==> src/rtl/key_tone_arbiter.sv <==
// Debounced piano-key arbiter: last-pressed priority, saturating octave, registered tone count.
// Optional macro GLIDE_EN: tone slews by one count every GLIDE_DIV cycles on key/octave change.
module key_tone_arbiter #(
  parameter int CLK_HZ          = 50000000,
  parameter int NUM_KEYS        = 7,
  parameter int CHROMATIC       = 0,
  parameter int NUM_OCTAVES     = 3,
  parameter int OCT_RESET       = 1,
  parameter int DEBOUNCE_CYCLES = 500000,
  parameter int GLIDE_DIV       = 5000,
  parameter int WIDTH           = $clog2(CLK_HZ / 131 / 2),
  parameter int KW              = (NUM_KEYS > 1) ? $clog2(NUM_KEYS) : 1,
  parameter int OW              = (NUM_OCTAVES > 1) ? $clog2(NUM_OCTAVES) : 1
) (
  input  logic                clk,
  input  logic                rst,
  input  logic [NUM_KEYS-1:0] keys,
  input  logic                oct_up,
  input  logic                oct_dn,
  output logic [WIDTH-1:0]    tone,
  output logic                tone_valid,
  output logic                note_on,
  output logic [KW-1:0]       active_key,
  output logic [OW-1:0]       octave
);

  localparam int NIN = NUM_KEYS + 2;
  localparam int CW  = $clog2(DEBOUNCE_CYCLES);
  localparam logic [CW-1:0] CNT_MAX = CW'(DEBOUNCE_CYCLES - 1);

  if (GLIDE_DIV < 1 || DEBOUNCE_CYCLES < 2 || OCT_RESET >= NUM_OCTAVES ||
      NUM_KEYS < 1 || NUM_KEYS > (CHROMATIC != 0 ? 12 : 7)) begin : g_bad_cfg
    $error("key_tone_arbiter: illegal parameter combination");
  end

  typedef enum logic {IDLE, PLAY} state_t;

  logic [NIN-1:0] raw;
  logic [NIN-1:0] sync1_q, sync2_q, deb_q, deb_prev_q;
  logic [CW-1:0]  cnt_q [NIN];

  state_t              state_q, state_d;
  logic [KW-1:0]       key_q, key_d;
  logic [OW-1:0]       oct_q, oct_d;
  logic [WIDTH-1:0]    tone_q, tone_d, tgt;
  logic                note_on_q, note_on_d;
  logic [NUM_KEYS-1:0] held, press;
  logic                up_rise, dn_rise, act_rel;

  // Highest set index; used both for simultaneous presses and fallback after release.
  function automatic logic [KW-1:0] top_idx(input logic [NUM_KEYS-1:0] v);
    logic [KW-1:0] r;
    r = '0;
    for (int i = 0; i < NUM_KEYS; i++)
      if (v[i]) r = KW'(i);
    return r;
  endfunction

  function automatic int base_of(input logic [KW-1:0] k);
    int s;
    if (CHROMATIC != 0) s = int'(k);
    else begin
      case (k)
        KW'(0):  s = 0;
        KW'(1):  s = 2;
        KW'(2):  s = 4;
        KW'(3):  s = 5;
        KW'(4):  s = 7;
        KW'(5):  s = 9;
        default: s = 11;
      endcase
    end
    case (s)
      0:       return CLK_HZ / (2 * 131);
      1:       return CLK_HZ / (2 * 139);
      2:       return CLK_HZ / (2 * 147);
      3:       return CLK_HZ / (2 * 156);
      4:       return CLK_HZ / (2 * 165);
      5:       return CLK_HZ / (2 * 175);
      6:       return CLK_HZ / (2 * 185);
      7:       return CLK_HZ / (2 * 196);
      8:       return CLK_HZ / (2 * 208);
      9:       return CLK_HZ / (2 * 220);
      10:      return CLK_HZ / (2 * 233);
      default: return CLK_HZ / (2 * 247);
    endcase
  endfunction

  function automatic logic [WIDTH-1:0] target_of(input logic [KW-1:0] k, input logic [OW-1:0] o);
    int b;
    b = (base_of(k) >> o) - 1;
    return WIDTH'(b);
  endfunction

  assign raw = {oct_dn, oct_up, keys};

  always_ff @(posedge clk) begin
    if (rst) begin
      sync1_q    <= '0;
      sync2_q    <= '0;
      deb_q      <= '0;
      deb_prev_q <= '0;
      for (int i = 0; i < NIN; i++) cnt_q[i] <= '0;
    end else begin
      sync1_q    <= raw;
      sync2_q    <= sync1_q;
      deb_prev_q <= deb_q;
      for (int i = 0; i < NIN; i++) begin
        if (sync2_q[i] == deb_q[i]) begin
          cnt_q[i] <= '0;
        end else if (cnt_q[i] == CNT_MAX) begin
          cnt_q[i] <= '0;
          deb_q[i] <= sync2_q[i];
        end else begin
          cnt_q[i] <= cnt_q[i] + CW'(1);
        end
      end
    end
  end

  assign held    = deb_q[NUM_KEYS-1:0];
  assign press   = held & ~deb_prev_q[NUM_KEYS-1:0];
  assign act_rel = deb_prev_q[key_q] & ~held[key_q];
  assign up_rise = deb_q[NUM_KEYS] & ~deb_prev_q[NUM_KEYS];
  assign dn_rise = deb_q[NUM_KEYS+1] & ~deb_prev_q[NUM_KEYS+1];

  always_comb begin
    oct_d = oct_q;
    if (up_rise && !dn_rise && oct_q != OW'(NUM_OCTAVES - 1))
      oct_d = oct_q + OW'(1);
    else if (dn_rise && !up_rise && oct_q != '0)
      oct_d = oct_q - OW'(1);
  end

  always_comb begin
    state_d   = state_q;
    key_d     = key_q;
    note_on_d = 1'b0;
    case (state_q)
      IDLE: begin
        if (|press) begin
          state_d   = PLAY;
          key_d     = top_idx(press);
          note_on_d = 1'b1;
        end
      end
      default: begin
        if (|press) begin
          key_d     = top_idx(press);
          note_on_d = 1'b1;
        end else if (act_rel) begin
          if (|held) begin
            key_d     = top_idx(held);
            note_on_d = 1'b1;
          end else begin
            state_d = IDLE;
          end
        end
        if (state_d == PLAY && oct_d != oct_q) note_on_d = 1'b1;
      end
    endcase
  end

  assign tgt = target_of(key_d, oct_d);

`ifdef GLIDE_EN
  localparam int GW = (GLIDE_DIV > 1) ? $clog2(GLIDE_DIV) : 1;
  localparam logic [GW-1:0] GCMAX = GW'(GLIDE_DIV - 1);
  logic [GW-1:0] gcnt_q, gcnt_d;

  // Slew only while staying in PLAY; entering PLAY from IDLE lands on the target at once.
  always_comb begin
    tone_d = tone_q;
    gcnt_d = '0;
    if (state_d == PLAY) begin
      if (state_q == IDLE) begin
        tone_d = tgt;
      end else if (tone_q != tgt) begin
        if (gcnt_q == GCMAX) tone_d = (tone_q < tgt) ? tone_q + WIDTH'(1) : tone_q - WIDTH'(1);
        else gcnt_d = gcnt_q + GW'(1);
      end
    end
  end
`else
  always_comb begin
    tone_d = tone_q;
    if (state_d == PLAY) tone_d = tgt;
  end
`endif

  always_ff @(posedge clk) begin
    if (rst) begin
      state_q   <= IDLE;
      key_q     <= '0;
      oct_q     <= OW'(OCT_RESET);
      tone_q    <= '0;
      note_on_q <= 1'b0;
`ifdef GLIDE_EN
      gcnt_q    <= '0;
`endif
    end else begin
      state_q   <= state_d;
      key_q     <= key_d;
      oct_q     <= oct_d;
      tone_q    <= tone_d;
      note_on_q <= note_on_d;
`ifdef GLIDE_EN
      gcnt_q    <= gcnt_d;
`endif
    end
  end

  assign tone       = tone_q;
  assign tone_valid = (state_q == PLAY);
  assign note_on    = note_on_q;
  assign active_key = key_q;
  assign octave     = oct_q;

endmodule
==> config.mk <==
export PLATFORM = sky130hd
export DESIGN_NAME = key_tone_arbiter
export DESIGN_NICKNAME = d
export VERILOG_FILES = /design/src/rtl/key_tone_arbiter.sv
export SDC_FILE = /design/constraint.sdc
export NUM_CORES = 1
export LEC_CHECK = 0
export ABC_AREA = 1
export CAP_MARGIN = 20
export CORE_MARGIN = 4
export CORE_UTILIZATION = 45
export CTS_BUF_LIST = sky130_fd_sc_hd__clkbuf_4
export DETAILED_ROUTE_END_ITERATION = 7
export GPL_TIMING_DRIVEN = 1
export PLACE_DENSITY = 0.72
export SLEW_MARGIN = 5
export SYNTH_ARGS = -nofsm -noshare
export SYNTH_HDL_FRONTEND = slang
export SYNTH_SLANG_ARGS = --single-unit
==> constraint.sdc <==
create_clock -name clk -period 5.3 [get_ports clk]
set_input_delay 1.06 -clock clk [delete_from_list [all_inputs] [get_ports clk]]
set_output_delay 1.06 -clock clk [all_outputs]
set_load 0.01 [all_outputs]
**Yosys cells after proc, flatten, opt, wreduce, memory -nomap -nowiden**

Memories as Yosys holds them, arrays and structs flattened.
Cells that the tools add are included.

- Output and inout port bits: 25
- Register bits: 61
- Memory bits (writable): 171
- Logic and storage cells: 287
- ROM bits: 288
- Input bits: 11
- Memories kept: 2

- Equality and inequality tests: 25
- Bitwise logic cells: 44
- Order comparisons: 2
- Reductions and logical operators: 21
- Muxes and demuxes: 163
- $add $sub $neg: 12
- Shift operators: 1

Memory list:

| memory | depth | bits a word | rd ports | clocked after Yosys merged registers in | wr ports | RTL line | source |
|---|---|---|---|---|---|---|---|
| (name not given) | 16 | 18 | 1 | 0 | 0 | 73 | `case (s)` |
| cnt_q | 9 | 19 | 9 | 0 | 9 | 40 | `logic [CW-1:0] cnt_q [NIN];` |

Operators with widths:

| cell | number |
|---|---|
| $mux 19 | 27 |
| $add 19x1->19 const B | 9 |
| $eq 19x19->1 const B | 9 |
| $mux 1 | 115 |
| $mux 3 | 15 |
| $mux 32 | 1 |
| $shr 32x2->18 | 1 |
| $logic_not 28->1 const A | 1 |
| $or 1x1->1 | 27 |
| $pmux 4 s6 | 1 |
| $reduce_and 2->1 | 9 |
| $sub 18x2->18 const B | 1 |
| $reduce_or 7->1 | 2 |
| $not 1->1 | 12 |
| $eq 1x1->1 | 9 |
| $and 7x7->7 | 1 |
| $not 7->7 | 1 |
| $bmux 1 s3 | 2 |
| $eq 3x2->1 const B | 2 |
| $eq 3x3->1 const B | 2 |
| $logic_and 1x1->1 | 5 |
| $lt 3x5->1 const B | 1 |
| $lt 3x4->1 const B | 1 |
| $mux 2 | 2 |
| 9 further kinds | 12 |

**Logic depth before layout (Yosys ltp)**

An unclocked memory read counts as a cell.

- Depth after elaboration: 16
- Depth in mapped cells: 29
- Depth with buffers taken out: 29

**Least setup slack after synthesis**

OpenSTA, ideal clock, no wires.

- Path type: reg-to-reg
- Start point: reg key_q[0] (netlist: active_key[0])
- End point: reg tone_q[4] (netlist: tone[4])
- Setup time: 0.121 ns
- Slack: 2.386 ns
- Cell stages (with the launch flop): 22
- Data required time: 5.179 ns
- Arrival: 2.793 ns
- Clock period less this slack: 2.914 ns
- Buffers on the path: 0
- Cell sequence: dfxtp_1 inv_2 a21oi_1 nand2_1 nand2_2 nand2_4 nand4_1 nand3_1 nand2_2 nand3_1 nand2_1 inv_1 ha_1 nand3_1 o211ai_1 o211ai_1 o21ai_1 inv_1 ha_1 nand2_1 o21ai_0 a21oi_1

- Word-level cells in the longest chain between the ends: 13
- Elaborated cells between the ends (all ways): 26
- Those cells by class: add/sub: 1; eq/ne: 5; shift: 1; mux: 15; bitwise: 2; reduce/logical: 1; memory: 1

Ends and longest elaborated chain:

| item | RTL line | source |
|---|---|---|
| start, declared | 43 | `logic [KW-1:0] key_q, key_d;` |
| start signal, assigned | 203 | `key_q <= key_d;` |
| $bmux 1 s3 | 123 | `assign act_rel = deb_prev_q[key_q] & ~held[key_q];` |
| $mux 1 (implied by the code) | 123 |  |
| $not 1->1 | 123 |  |
| $and 1x1->1 | 123 |  |
| $mux 3 | 151 | `end else if (act_rel) begin` |
| $mux 3 | 148 | `if (\|press) begin` |
| $mux 3 | 139 | `case (state_q)` |
| $eq 3x3->1 (tied with other cells) | 63 | `case (k)` |
| $pmux 4 s6 | 63 |  |
| $mem_v2 16x18 | n/a |  |
| $mux 32 | 73 |  |
| $shr 32x2->18 | 91 | `b = (base_of(k) >> o) - 1;` |
| $sub 18x2->18 | 91 |  |
| end signal, assigned | 205 | `tone_q <= tone_d;` |
| end, declared | 45 | `logic [WIDTH-1:0] tone_q, tone_d, tgt;` |

Several ways; a longest one is shown, not always the timed one. The select of a mux whose other input is x is not followed.
A chain may end at the register's enable or synchronous reset.

**Worst setup path after layout**

- Start point: reg key_q[1] (netlist: active_key[1])
- End point: reg tone_q[2] (netlist: tone[2])

The elaborated chain is that of the path after synthesis.

==> run metrics <==
Yosys cell types=48; Finish-stage setup viols=0; Final period util=between 60% and 70%; cell taking the most area after synthesis=edfxtp_1; Clock Tree Buf Depth=3; sequential area share after synthesis=50.9%; final core occ=54.2%; final setup TNS=0 ns; layout cells sized above 1=8.69%; WS Path Type=reg -> reg; CP Max Fanout=8; Pwr Total=3.81 mW; height of the die=175 um; Gate power share=~3.6%; Area contributors post-synth=edfxtp_1, dfxtp_1, inv_1; core area=0.0271 mm^2; RSZ-0062 raised after global routing=no; Max-cap violations=0; DR DRC count=0; area delta synth->final=17.6%; FP Rows=60; largest net degree at the start of global routing=47; type of the most critical hold path=reg -> reg; worst-skew pair later-pin latency=0.65 ns; IO Count=36; CP arrival=approximately 3.9 ns; Clock power frac=42.4%; Fill cells=2570; Pint=2.94 mW; final hold violations=0; Synth Instances=1520; clock sink total=232; post-CTS setup buffer count=0; Synth Warn #=0; first-pass GRT wire length=42200 um; PD cells=260 mW/mm^2; Tmin final=3.32 ns; post_cts resized=0; Worst Tran Pin Value=0.820 ns; nets@finish=1800; clk slew on worst S/H paths=~0.070 ns; DR vias/cell=4.69; 1st-iter DRT viols=463; relative max-transition margin=44.8%; Switching Fraction=22.9%; CTS tree=built; number of buffers added to fix hold violations after cts=0; Placer Congestion=0.884; hpwl dp=17300 um; TritonRoute pass-1 iters=5; Root Buffer=clkbuf_4; Antenna Violating Nets Remaining=0; Placed Cells=roughly 2100; Starting Density=46.1%; Final Skew=between 0.04 and 0.05 ns; CP most frequent cell=inv_1; cell area after synthesis=0.0125 mm^2; total gr overflow=0; switching power=0.874 mW; top cell type's share of synthesized area=between 40% and 50%; CP max stage delay=~0.35 ns; htree depth=3; CP Data Required Time=about 6 ns; number of global-route vias before repair=9967; fin. max-slew vios=0; I/O Buffers=35; Routed WL per cell=10.8 um; CP Cell Sequence=inv_1 > nand3_1 > nand2_1 > nand2_2 > o21ai_0 > o21ai_2 > nand2_2 > nand2_4 > nand3_1 > nand2_1 > inv_1 > ha_1 > nand3_1 > nand2_1 > o21a_1 > inv_1 > o21ai_1 > inv_1 > ha_1 > or2_0 > a31oi_1; initial antenna violation count=1; die width=175 um; run status=complete, no violations; final wirelength=23600 um; CP Capture Type=flop; mean post-synth cell area=8.22 um^2; sequential power share=54.0%; TritonCTS Buffers=66; Min Hold Slack=between 0.3 and 0.4 ns; Total GRT Usage=between 10% and 20%; Vias=10300; critical path's slowest cell=dfxtp_1; CP Launch Type=flop; fin cells=2192; #FFs+latches synth=232; fmax=301 MHz; peak supply drop=0.000241 V; Die ar.=0.0305 mm^2; Leak=6.30 nW
area by class of cell:
type                    instances  area, um^2  area share (%)
clock inverters                18        98.8           0.673
diodes                          2        5.00          0.0341
multi-input cells            1169        5680            38.6
inverters                     264         991            6.75
repair buffers                 38         368            2.50
clock buffers                  97         728            4.96
flip-flops and latches        232        6360            43.3
well taps                     372         465            3.17
state kept, by name, summed over array words and instances, names as in the netlist:
name	count
deb_q	9
octave	2
deb_prev_q	9
tone_valid	1
sync2_q	9
active_key	3
sync1_q	9
cnt_q	171
tone	18
note_on	1
kinds of logic (layout without fill, tap and decap cells):
family	count (synthesis)	count (layout)	synth area share, %
flip-flops	232	232	50.9
XOR/XNOR	37	37	2.74
buffers and inverters	289	417	8.81
AO/OA/AOI/OAI	226	226	9.72
other	1	173	0.0300
adder cells (fa/ha/maj)	18	18	1.80
AND/OR/NAND/NOR	717	717	26.0
layout by cell type (no fill, tap or decap), types with 5 or more instances in the layout:
cell,netlist,final
clkinv_1,1,12
o21ai_1,13,14
nor3_1,57,57
nor2_1,222,222
dfxtp_1,61,61
nand2_2,10,10
xor2_1,23,23
nor4_1,31,31
a31oi_1,10,10
xnor2_1,13,13
nand3_2,6,6
nand4_1,22,22
nor3b_1,10,10
o211ai_1,6,6
ha_1,18,18
inv_1,247,247
nand3b_1,6,6
o21a_1,5,5
inv_2,16,20
nand2_1,238,238
a21oi_1,93,93
conb_1,1,171
o21ai_0,88,87
edfxtp_1,171,171
nand3_1,93,93
clkdlybuf4s50_1,0,34
clkbuf_4,0,97
power groups by stage:
stage / Combinational, mW / Sequential [mW] / Clock, mW
after floorplan: 0.108 / 2.08 / 0
after global placement: 0.132 / 2.09 / 0
after detailed placement: 0.136 / 2.10 / 0
after CTS: 0.136 / 2.06 / 1.69
after global routing: 0.166 / 2.07 / 1.78
final: 0.139 / 2.06 / 1.62
metal layers:
layer,share of wire [%],global-route usage [%],vias to the layer above,routed length (um)
met5,0,0,-,0
met4,2.4,5.83,0,568
met3,4.2,3.63,49,990
met2,48,27.2,160,11300
met1,46,19.9,4630,10700
li1,-,-,5434,-
through the flow:
step / instance area (um^2) / setup slack, ns
2_1_floorplan: 13100 / 2.39
3_3_place_gp: 13900 / 2.02
3_5_place_dp: 13900 / 1.98
4_1_cts: 14700 / 1.94
5_1_grt: 14700 / 1.46
6_report: 14700 / 1.98
cell usage after synthesis (all sizes together):
library cell / count
a221oi: 4
o21bai: 2
dfxtp: 61
clkinv: 1
and3: 4
or2: 6
nand2: 252
nand3b: 7
nor4: 31
xnor2: 13
nor3b: 10
nand3: 100
conb: 1
a21oi: 94
or3b: 1
o21ai: 103
buf: 7
a31oi: 10
edfxtp: 171
clkbuf: 18
ha: 18
nor3: 57
nor2: 227
xor2: 24
o21a: 5
a211oi: 1
inv: 263
o211ai: 6
nand4: 22
a21boi: 1
final timing paths:
path                            cells past startpoint     startpoint  slack (ns)    endpoint
worst max-delay path                               21  active_key[1]        1.98     tone[2]
worst min-delay path                                2     sync1_q[7]        0.39  sync2_q[7]
worst max register to register                     21  active_key[1]        1.98     tone[2]
worst min register to register                      2     sync1_q[7]        0.39  sync2_q[7]
critical path, delay by kind of cell, from the launching register on:
kind | cells | cell delay, ns
and+or+nand+nor | 10 | 1.29
buffers and inverters | 4 | 0.40
DFF | 1 | 0.35
adders and majority gates | 2 | 0.42
AOI/OAI and AO/OA | 5 | 0.78
(Power assumes the default switching activity.)
